==> config.mk <==
export PLATFORM = sky130hd
export DESIGN_NAME = gpu_sram_arbiter
export DESIGN_NICKNAME = d
export VERILOG_FILES = /design/src/rtl/gpu_sram_arbiter.sv
export SDC_FILE = /design/constraint.sdc
export NUM_CORES = 1
export LEC_CHECK = 0
export ABC_AREA = 0
export BUFFER_PORTS_ARGS = -buffer_cell sky130_fd_sc_hd__buf_4
export CAP_MARGIN = 20
export CELL_PAD_IN_SITES_DETAIL_PLACEMENT = 1
export CELL_PAD_IN_SITES_GLOBAL_PLACEMENT = 2
export CORE_ASPECT_RATIO = 0.9
export CORE_MARGIN = 2
export CORE_UTILIZATION = 26
export DETAILED_ROUTE_END_ITERATION = 8
export PLACE_DENSITY = 0.85
export SETUP_SLACK_MARGIN = 0.1
export SLEW_MARGIN = 30
export SYNTH_ARGS = -nofsm -noshare
export SYNTH_HDL_FRONTEND = slang
export SYNTH_SLANG_ARGS = --single-unit
==> constraint.sdc <==
create_clock -name I_CLK -period 2 [get_ports I_CLK]
set_input_delay 0.1 -clock I_CLK [delete_from_list [all_inputs] [get_ports I_CLK]]
set_output_delay 0.1 -clock I_CLK [all_outputs]
set_load 0.01 [all_outputs]
==> src/rtl/gpu_sram_arbiter.sv <==
// gpu_sram_arbiter
//   Arbitrates the single GPU-SRAM port between the screen-clear engine
//   (requester 0) and the line-draw engine (requester 1). At most one read or
//   write is granted per cycle while the display is not scanning out. Both
//   requesters share the same arbitration for reads and writes. Read data is
//   returned to whichever requester issued the read.
//
// Parameters
//   ADDR_W    SRAM word address width
//   DATA_W    SRAM data width
//   READ_LAT  cycles from the read-strobe cycle to the I_GPU_DATA capture edge (1..7)
//
// Ports
//   I_CLK, I_RST_N             clock, async active-low reset
//   I_VIDEO_ON                 high = scan-out owns SRAM, no new grants
//   I_REQn/I_WEn/I_ADDRn/I_WDATAn  requester n: valid, write-enable, address, write data
//   O_ACKn                     combinational grant; transfer at edge with REQn & ACKn
//   O_RDATA, O_RVALIDn         read return data and per-requester valid pulse
//   I_GPU_DATA                 SRAM read data
//   O_GPU_ADDR/DATA/WRITE/READ registered SRAM address, write data and strobes
//
// Build option
//   GPU_ARB_FIXED_PRIO_EN  defined: requester 1 always wins ties (requester 0
//                          may starve). Undefined: round-robin on ties.
//
// States
//   S_IDLE  | grants allowed
//   S_RWAIT | read outstanding, grants blocked until the data is captured

module gpu_sram_arbiter #(
   parameter int ADDR_W   = 18,
   parameter int DATA_W   = 16,
   parameter int READ_LAT = 1
) (
   input  logic              I_CLK,
   input  logic              I_RST_N,
   input  logic              I_VIDEO_ON,
   input  logic              I_REQ0,
   input  logic              I_REQ1,
   input  logic              I_WE0,
   input  logic              I_WE1,
   input  logic [ADDR_W-1:0] I_ADDR0,
   input  logic [ADDR_W-1:0] I_ADDR1,
   input  logic [DATA_W-1:0] I_WDATA0,
   input  logic [DATA_W-1:0] I_WDATA1,
   output logic              O_ACK0,
   output logic              O_ACK1,
   output logic [DATA_W-1:0] O_RDATA,
   output logic              O_RVALID0,
   output logic              O_RVALID1,
   input  logic [DATA_W-1:0] I_GPU_DATA,
   output logic [DATA_W-1:0] O_GPU_DATA,
   output logic [ADDR_W-1:0] O_GPU_ADDR,
   output logic              O_GPU_WRITE,
   output logic              O_GPU_READ
);

   typedef enum logic {
      S_IDLE  = 1'b0,
      S_RWAIT = 1'b1
   } state_t;

   localparam logic [2:0] LAT = READ_LAT[2:0];

   state_t            r_state;
   state_t            w_state_nxt;
   logic              r_owner;
   logic [2:0]        r_cnt;
   logic [ADDR_W-1:0] r_addr;
   logic [DATA_W-1:0] r_wdata;
   logic              r_write;
   logic              r_read;
   logic [DATA_W-1:0] r_rdata;
   logic              r_rvalid0;
   logic              r_rvalid1;

   logic              w_elig0;
   logic              w_elig1;
   logic              w_gnt0;
   logic              w_gnt1;
   logic              w_gnt_any;
   logic              w_gnt_we;
   logic              w_rd_done;

`ifndef GPU_ARB_FIXED_PRIO_EN
   // 1 = requester 1 preferred on the next tie
   logic              r_ptr;
`endif

   assign w_elig0   = (r_state == S_IDLE) && !I_VIDEO_ON && I_REQ0;
   assign w_elig1   = (r_state == S_IDLE) && !I_VIDEO_ON && I_REQ1;
   assign w_gnt_any = w_gnt0 | w_gnt1;
   assign w_gnt_we  = w_gnt1 ? I_WE1 : I_WE0;
   assign w_rd_done = (r_state == S_RWAIT) && (r_cnt == 3'd1);

   always_comb begin
      w_gnt0      = 1'b0;
      w_gnt1      = 1'b0;
      w_state_nxt = r_state;

      if (w_elig0 && w_elig1) begin
`ifdef GPU_ARB_FIXED_PRIO_EN
         w_gnt1 = 1'b1;
`else
         w_gnt1 = r_ptr;
         w_gnt0 = !r_ptr;
`endif
      end else begin
         w_gnt0 = w_elig0;
         w_gnt1 = w_elig1;
      end

      case (r_state)
         S_IDLE:  if (w_gnt_any && !w_gnt_we) w_state_nxt = S_RWAIT;
         S_RWAIT: if (w_rd_done)             w_state_nxt = S_IDLE;
         default: w_state_nxt = S_IDLE;
      endcase
   end

   always_ff @(posedge I_CLK or negedge I_RST_N) begin
      if (!I_RST_N) begin
         r_state <= S_IDLE;
      end else begin
         r_state <= w_state_nxt;
      end
   end

`ifndef GPU_ARB_FIXED_PRIO_EN
   // After a grant to requester n the preference moves to the other one,
   // including when n was the only requester.
   always_ff @(posedge I_CLK or negedge I_RST_N) begin
      if (!I_RST_N) begin
         r_ptr <= 1'b1;
      end else if (w_gnt_any) begin
         r_ptr <= w_gnt0;
      end
   end
`endif

   always_ff @(posedge I_CLK or negedge I_RST_N) begin
      if (!I_RST_N) begin
         r_owner   <= 1'b0;
         r_cnt     <= 3'd0;
         r_addr    <= '0;
         r_wdata   <= '0;
         r_write   <= 1'b0;
         r_read    <= 1'b0;
         r_rdata   <= '0;
         r_rvalid0 <= 1'b0;
         r_rvalid1 <= 1'b0;
      end else begin
         r_write   <= 1'b0;
         r_read    <= 1'b0;
         r_rvalid0 <= 1'b0;
         r_rvalid1 <= 1'b0;

         if (w_gnt_any) begin
            r_addr <= w_gnt1 ? I_ADDR1 : I_ADDR0;
            if (w_gnt_we) begin
               r_wdata <= w_gnt1 ? I_WDATA1 : I_WDATA0;
               r_write <= 1'b1;
            end else begin
               r_read  <= 1'b1;
               r_owner <= w_gnt1;
               r_cnt   <= LAT;
            end
         end

         // Grants only happen in S_IDLE, so this never collides with the load above.
         if (r_state == S_RWAIT) begin
            r_cnt <= r_cnt - 3'd1;
            if (w_rd_done) begin
               r_rdata   <= I_GPU_DATA;
               r_rvalid0 <= !r_owner;
               r_rvalid1 <= r_owner;
            end
         end
      end
   end

   // Gated by reset so a request held through reset is never acknowledged.
   assign O_ACK0      = w_gnt0 & I_RST_N;
   assign O_ACK1      = w_gnt1 & I_RST_N;
   assign O_RDATA     = r_rdata;
   assign O_RVALID0   = r_rvalid0;
   assign O_RVALID1   = r_rvalid1;
   assign O_GPU_DATA  = r_wdata;
   assign O_GPU_ADDR  = r_addr;
   assign O_GPU_WRITE = r_write;
   assign O_GPU_READ  = r_read;

endmodule
# [Yosys cells after proc, flatten, opt, wreduce, memory -nomap -nowiden]
# Index checks and enable logic that the tools add are counted.
[totals] reg_bits=60 latchBits=0 ram_bits=0 romBits=0 word_cells=53 mem_count=0
[op_classes] addsub=1 mul=0 n_div=0 order_cmp=0 n_eq_ne=2 shift=0 mux=19 n_bitwise=5 reduce_logical=15
[ops] cell="$mux 18" count=1
[ops] cell="$mux 16" count=1
[ops] cell="$mux 1" count=13
[ops] cell="$mux 3" count=3
[ops] cell="$reduce_and 2->1" count=4
[ops] cell="$logic_and 1x1->1" count=6
[ops] cell="$logic_not 1->1" count=4
[ops] cell="$eq 3x1->1 const B" count=1
[ops] cell="$sub 3x1->3 const B" count=1
[ops] cell="$and 1x1->1" count=2
[ops] cell="$ne 2x2->1 const B" count=1
[ops] cell="$not 1->1" count=2
[ops] cell="$pmux 1 s2" count=1
[ops] cell="$reduce_bool 2->1" count=1
[ops] cell="$or 1x1->1" count=1

# [Longest topological paths before layout]
[logic_depth] ltp_word=10 ltp_mapped=7 ltp_nobuf=5

# [Worst setup path after synthesis]
# Ideal clock, no wire load.
[synth_timing] kind="flip-flop to flip-flop" start="register r_cnt[0]" end="register r_rdata[0] (netlist: O_RDATA[0])" arrival_time_ns=1.395 required_time_ns=1.875 path_slack_ns=0.480 path_stages_with_launch=6 period_less_slack_ns=1.520 path_cell_list="dfrtp_1 -> ha_1 -> nand3b_1 -> buf_2 -> buf_2 -> mux2_2"
[synth_between] elab_chain_cells=3
[synth_rtl] item="from (decl)" line_no="68" text="logic [2:0] r_cnt;"
[synth_rtl] item="from (signal assigned)" line_no="171" text="r_cnt <= r_cnt - 3'd1;"
[synth_rtl] item="$eq 3x1->1" line_no="94" text="assign w_rd_done = (r_state == S_RWAIT) && (r_cnt == 3'd1);"
[synth_rtl] item="$logic_and 1x1->1" line_no="94"
[synth_rtl] item="$reduce_and 2->1 (no line)"
[synth_rtl] item="to (signal assigned)" line_no="148" text="r_rdata <= '0;"
[synth_rtl] item="to (signal assigned)" line_no="173" text="r_rdata <= I_GPU_DATA;"
[synth_rtl] item="to (decl)" line_no="73" text="logic [DATA_W-1:0] r_rdata;"
# Every way passes these cells.
# A chain may end at the register's enable or synchronous reset.

# [Worst setup path in the final report]
[layout_timing] start="register r_ptr" end="output port O_ACK1"
[layout_between] elab_chain_cells=2
[layout_rtl] item="from (decl)" line_no="87" text="logic r_ptr;"
[layout_rtl] item="from (signal assigned)" line_no="135" text="r_ptr <= w_gnt0;"
[layout_rtl] item="$mux 1" line_no="101" text="if (w_elig0 && w_elig1) begin"
[layout_rtl] item="$and 1x1->1" line_no="183" text="assign O_ACK1 = w_gnt1 & I_RST_N;"
[layout_rtl] item="to (decl)" line_no="47" text="output logic O_ACK1,"
# Every way passes these cells.

==> results.toml <==
[logic_synthesis]
dominantRegCellSynth = "dfrtp_1"
synth_edf_count = 0
ys_types = 31
synth_seq_area_share = 0.589
synth_cells = 193
synth.avg_cell_area_um2 = 13.2
ys_async_sr_fraction = 1.00
yosys-top-cells-area = "dfrtp_1 58%, a222oi_1 7.1%, mux2_2 7.1%, o22a_1 5.5%, o21a_1 5.3%"
cell_type_contributing_the_most_total_cell_area_after_synthesis = "dfrtp_1"
yosysWarnings = 0
total_nets_after_synthesis = 286
synth_seq_cells = 60
syn_area_um2 = 2550
synthDominantCellAreaShare = 0.578

[finish]
seq_area_um2 = 1500
fill_cell_count = 1081
antenna-diode-count = 0
mostFrequentLayoutCell = "buf_4"
multi_input_area_um2 = 887
synthToLayoutAreaGrowth_pct = 77.3
layout.cells.most_common_list = "152 x buf_4, 58 x dfrtp_1, 50 x dlygate4sd3_1"
drive_gt1_frac = 0.491
fin_nets = 489

[sta]
skew_ns = 0.00706
setup_tns_ns = 0
grt_setup_unrepaired = "no"
final_min_period_over_clock_period = 0.879
final-hold-violation-count = 0
timing.final.setup_violations = 0
number_of_pins_with_negative_max_slew_slack_in_the_final_report = 0
timing.final.crit_period_ns = 1.76
slew-limit-headroom = 0.426
timing_worst_slew_pin_value_ns = 0.862
fmax_mhz = 569

[placement]
dp_hpwl_um = 5780
finalWeightedCongestion = 0.739
port-buffer-count = 146

[run]
maxCapViolCount = 0

[cts]
cts_made_buffers = 9
clock_path_buffers = 2
clock_tree.htree_level_count = 3
clock_tree_from_tritoncts = "yes"
skew_pair_late_insertion_delay_ns = 0.33
clock-root-buffer = "clkbuf_8"
cts_num_sinks = 60
cts.clk_slew.worst_paths_ns = 0.07

[grt]
groute.usage.overall = 0.175
aggregate_global_routing_overflow = 0
grt_pass1_wl_um = 14200
largest_net_degree_at_the_start_of_global_routing = 37
vias_in_the_first_global_route = 2784
initial_antenna_violation_count = 0

[power_and_ir_drop]
totalPowerFinal_uw = 5820
worst_ir_drop_vdd_mv = 0.574
leakagePower_uw = 0.00218
power_density_nw_per_um2 = 1290

[routing]
drt_first_pass_iters = 6
drt-wirelength-per-cell_um = 17.1
route.vias.total = 2455
routed_wirelength_um = 9010
drc_errors = 0
post_drt_via_cell_ratio = 4.66
drt-initial-drc-count = 165
drtAntennaViolNets = 0

[critical_path]
worst-path-max-fanout = 4
worst-endpoint-arrival_ns = 1.66
worstSetupPathType = "register to primary output"
cp_data_required_time_ns = 1.90
startpoint_type = "register"
critPathCaptureType = "primary output"

[floorplan]
rows = 34
boundaryPins = 147
die_h_um = 98.0
design.die.area_um2 = 10600
die_outline_width_um = 108
starting_utilization_of_the_core_area = 0.265
placeableCoreArea_um2 = 9610

[run_status]
status = "finished, final reports clean"

[worst_hold_path]
min-delay-path-class = "input pin to register"
==> synthesized netlist by cell type, drive strengths merged (2+ instances only) <==
library cell   n
nor2           5
o21a          18
inv           22
a222oi        18
buf           12
ha             2
a21oi          2
and2           2
o21ai          2
o22a          16
nand2          5
dfrtp         59
and3           2
mux2          16
==> flip-flops by register name, indices dropped and copies added (netlist names) <==
register,cells
O_GPU_READ,1
O_GPU_DATA,16
O_RDATA,16
r_owner,1
O_RVALID0,1
O_GPU_WRITE,1
r_ptr,1
r_state,1
O_GPU_ADDR,18
O_RVALID1,1
r_cnt,3
==> kinds of logic after synthesis <==
group / share of synthesized area
and+or+nand+nor: 0.0495
AOI/OAI and AO/OA: 0.212
DFF: 0.589
muxes: 0.0706
adders and majority gates: 0.00980
buffers and inverters: 0.0662
xor gates and xnor gates: 0.00343
==> path summary, 6_finish.rpt <==
kind	start	endpoint	slack (ns)	depth (start not counted)
max reg2reg	r_state	O_GPU_DATA[4]	0.26	5
min reg2reg	O_GPU_DATA[14]	O_GPU_DATA[14]	0.49	1
max	r_ptr	O_ACK1	0.24	5
min	I_ADDR0[6]	O_GPU_ADDR[6]	0.01	3
max in group asynchronous	I_RST_N	r_state	1.26	3
min in group asynchronous	I_RST_N	r_owner	0.33	3
==> metrics by stage <==
step	cells	hold slack, ns	setup slack (ns)	util	area, um2
6_report	527	0.0129	0.242	0.471	4520
3_3_place_gp	457	0.150	0.213	0.391	3760
4_1_cts	526	0.000136	0.107	0.469	4510
5_1_grt	527	0.000124	0.133	0.471	4520
3_5_place_dp	457	0.151	0.0959	0.391	3760
2_1_floorplan	193	-0.196	0.480	-	2550
==> power breakdown <==
| part | leakage, uW | internal (uW) | switching [uW] |
|---|---|---|---|
| combinational | 0.00136 | 1400 | 1050 |
| clock | 0.000113 | 730 | 468 |
| sequential | 0.000710 | 1800 | 365 |
==> per-layer routing <==
| metal | global-route usage | part of all wire | up-vias |
|---|---|---|---|
| li1 | - | - | 1123 |
| met1 | 0.181 | 0.35 | 1220 |
| met2 | 0.331 | 0.56 | 94 |
| met3 | 0.0501 | 0.061 | 18 |
| met4 | 0.0651 | 0.025 | 0 |
| met5 | 0 | 0 | - |
==> layout make-up <==
type,instances,area share
tap,126,0.0348
clock inverter,5,0.0166
clock buffer,11,0.0313
timing repair buffer,204,0.371
inverter,22,0.0183
sequential,60,0.332
multi-input combinational,99,0.196
==> critical path, stage by stage (launching register included) <==
cell and delay, ns:
dfstp_2 0.56, nand2b_2 0.18, and3_1 0.20, buf_8 0.10, and2_1 0.16, buf_4 0.14
==> timing repair <==
item,4_1_cts,5_1_grt
hold buffers,50,0
endpoints found under the setup margin,15,35
endpoints found under the hold margin,94,0
buffers inserted,3,1
resized for setup,2,3
pin swaps,1,0
No activity file was read; power rests on OpenSTA's default activity.
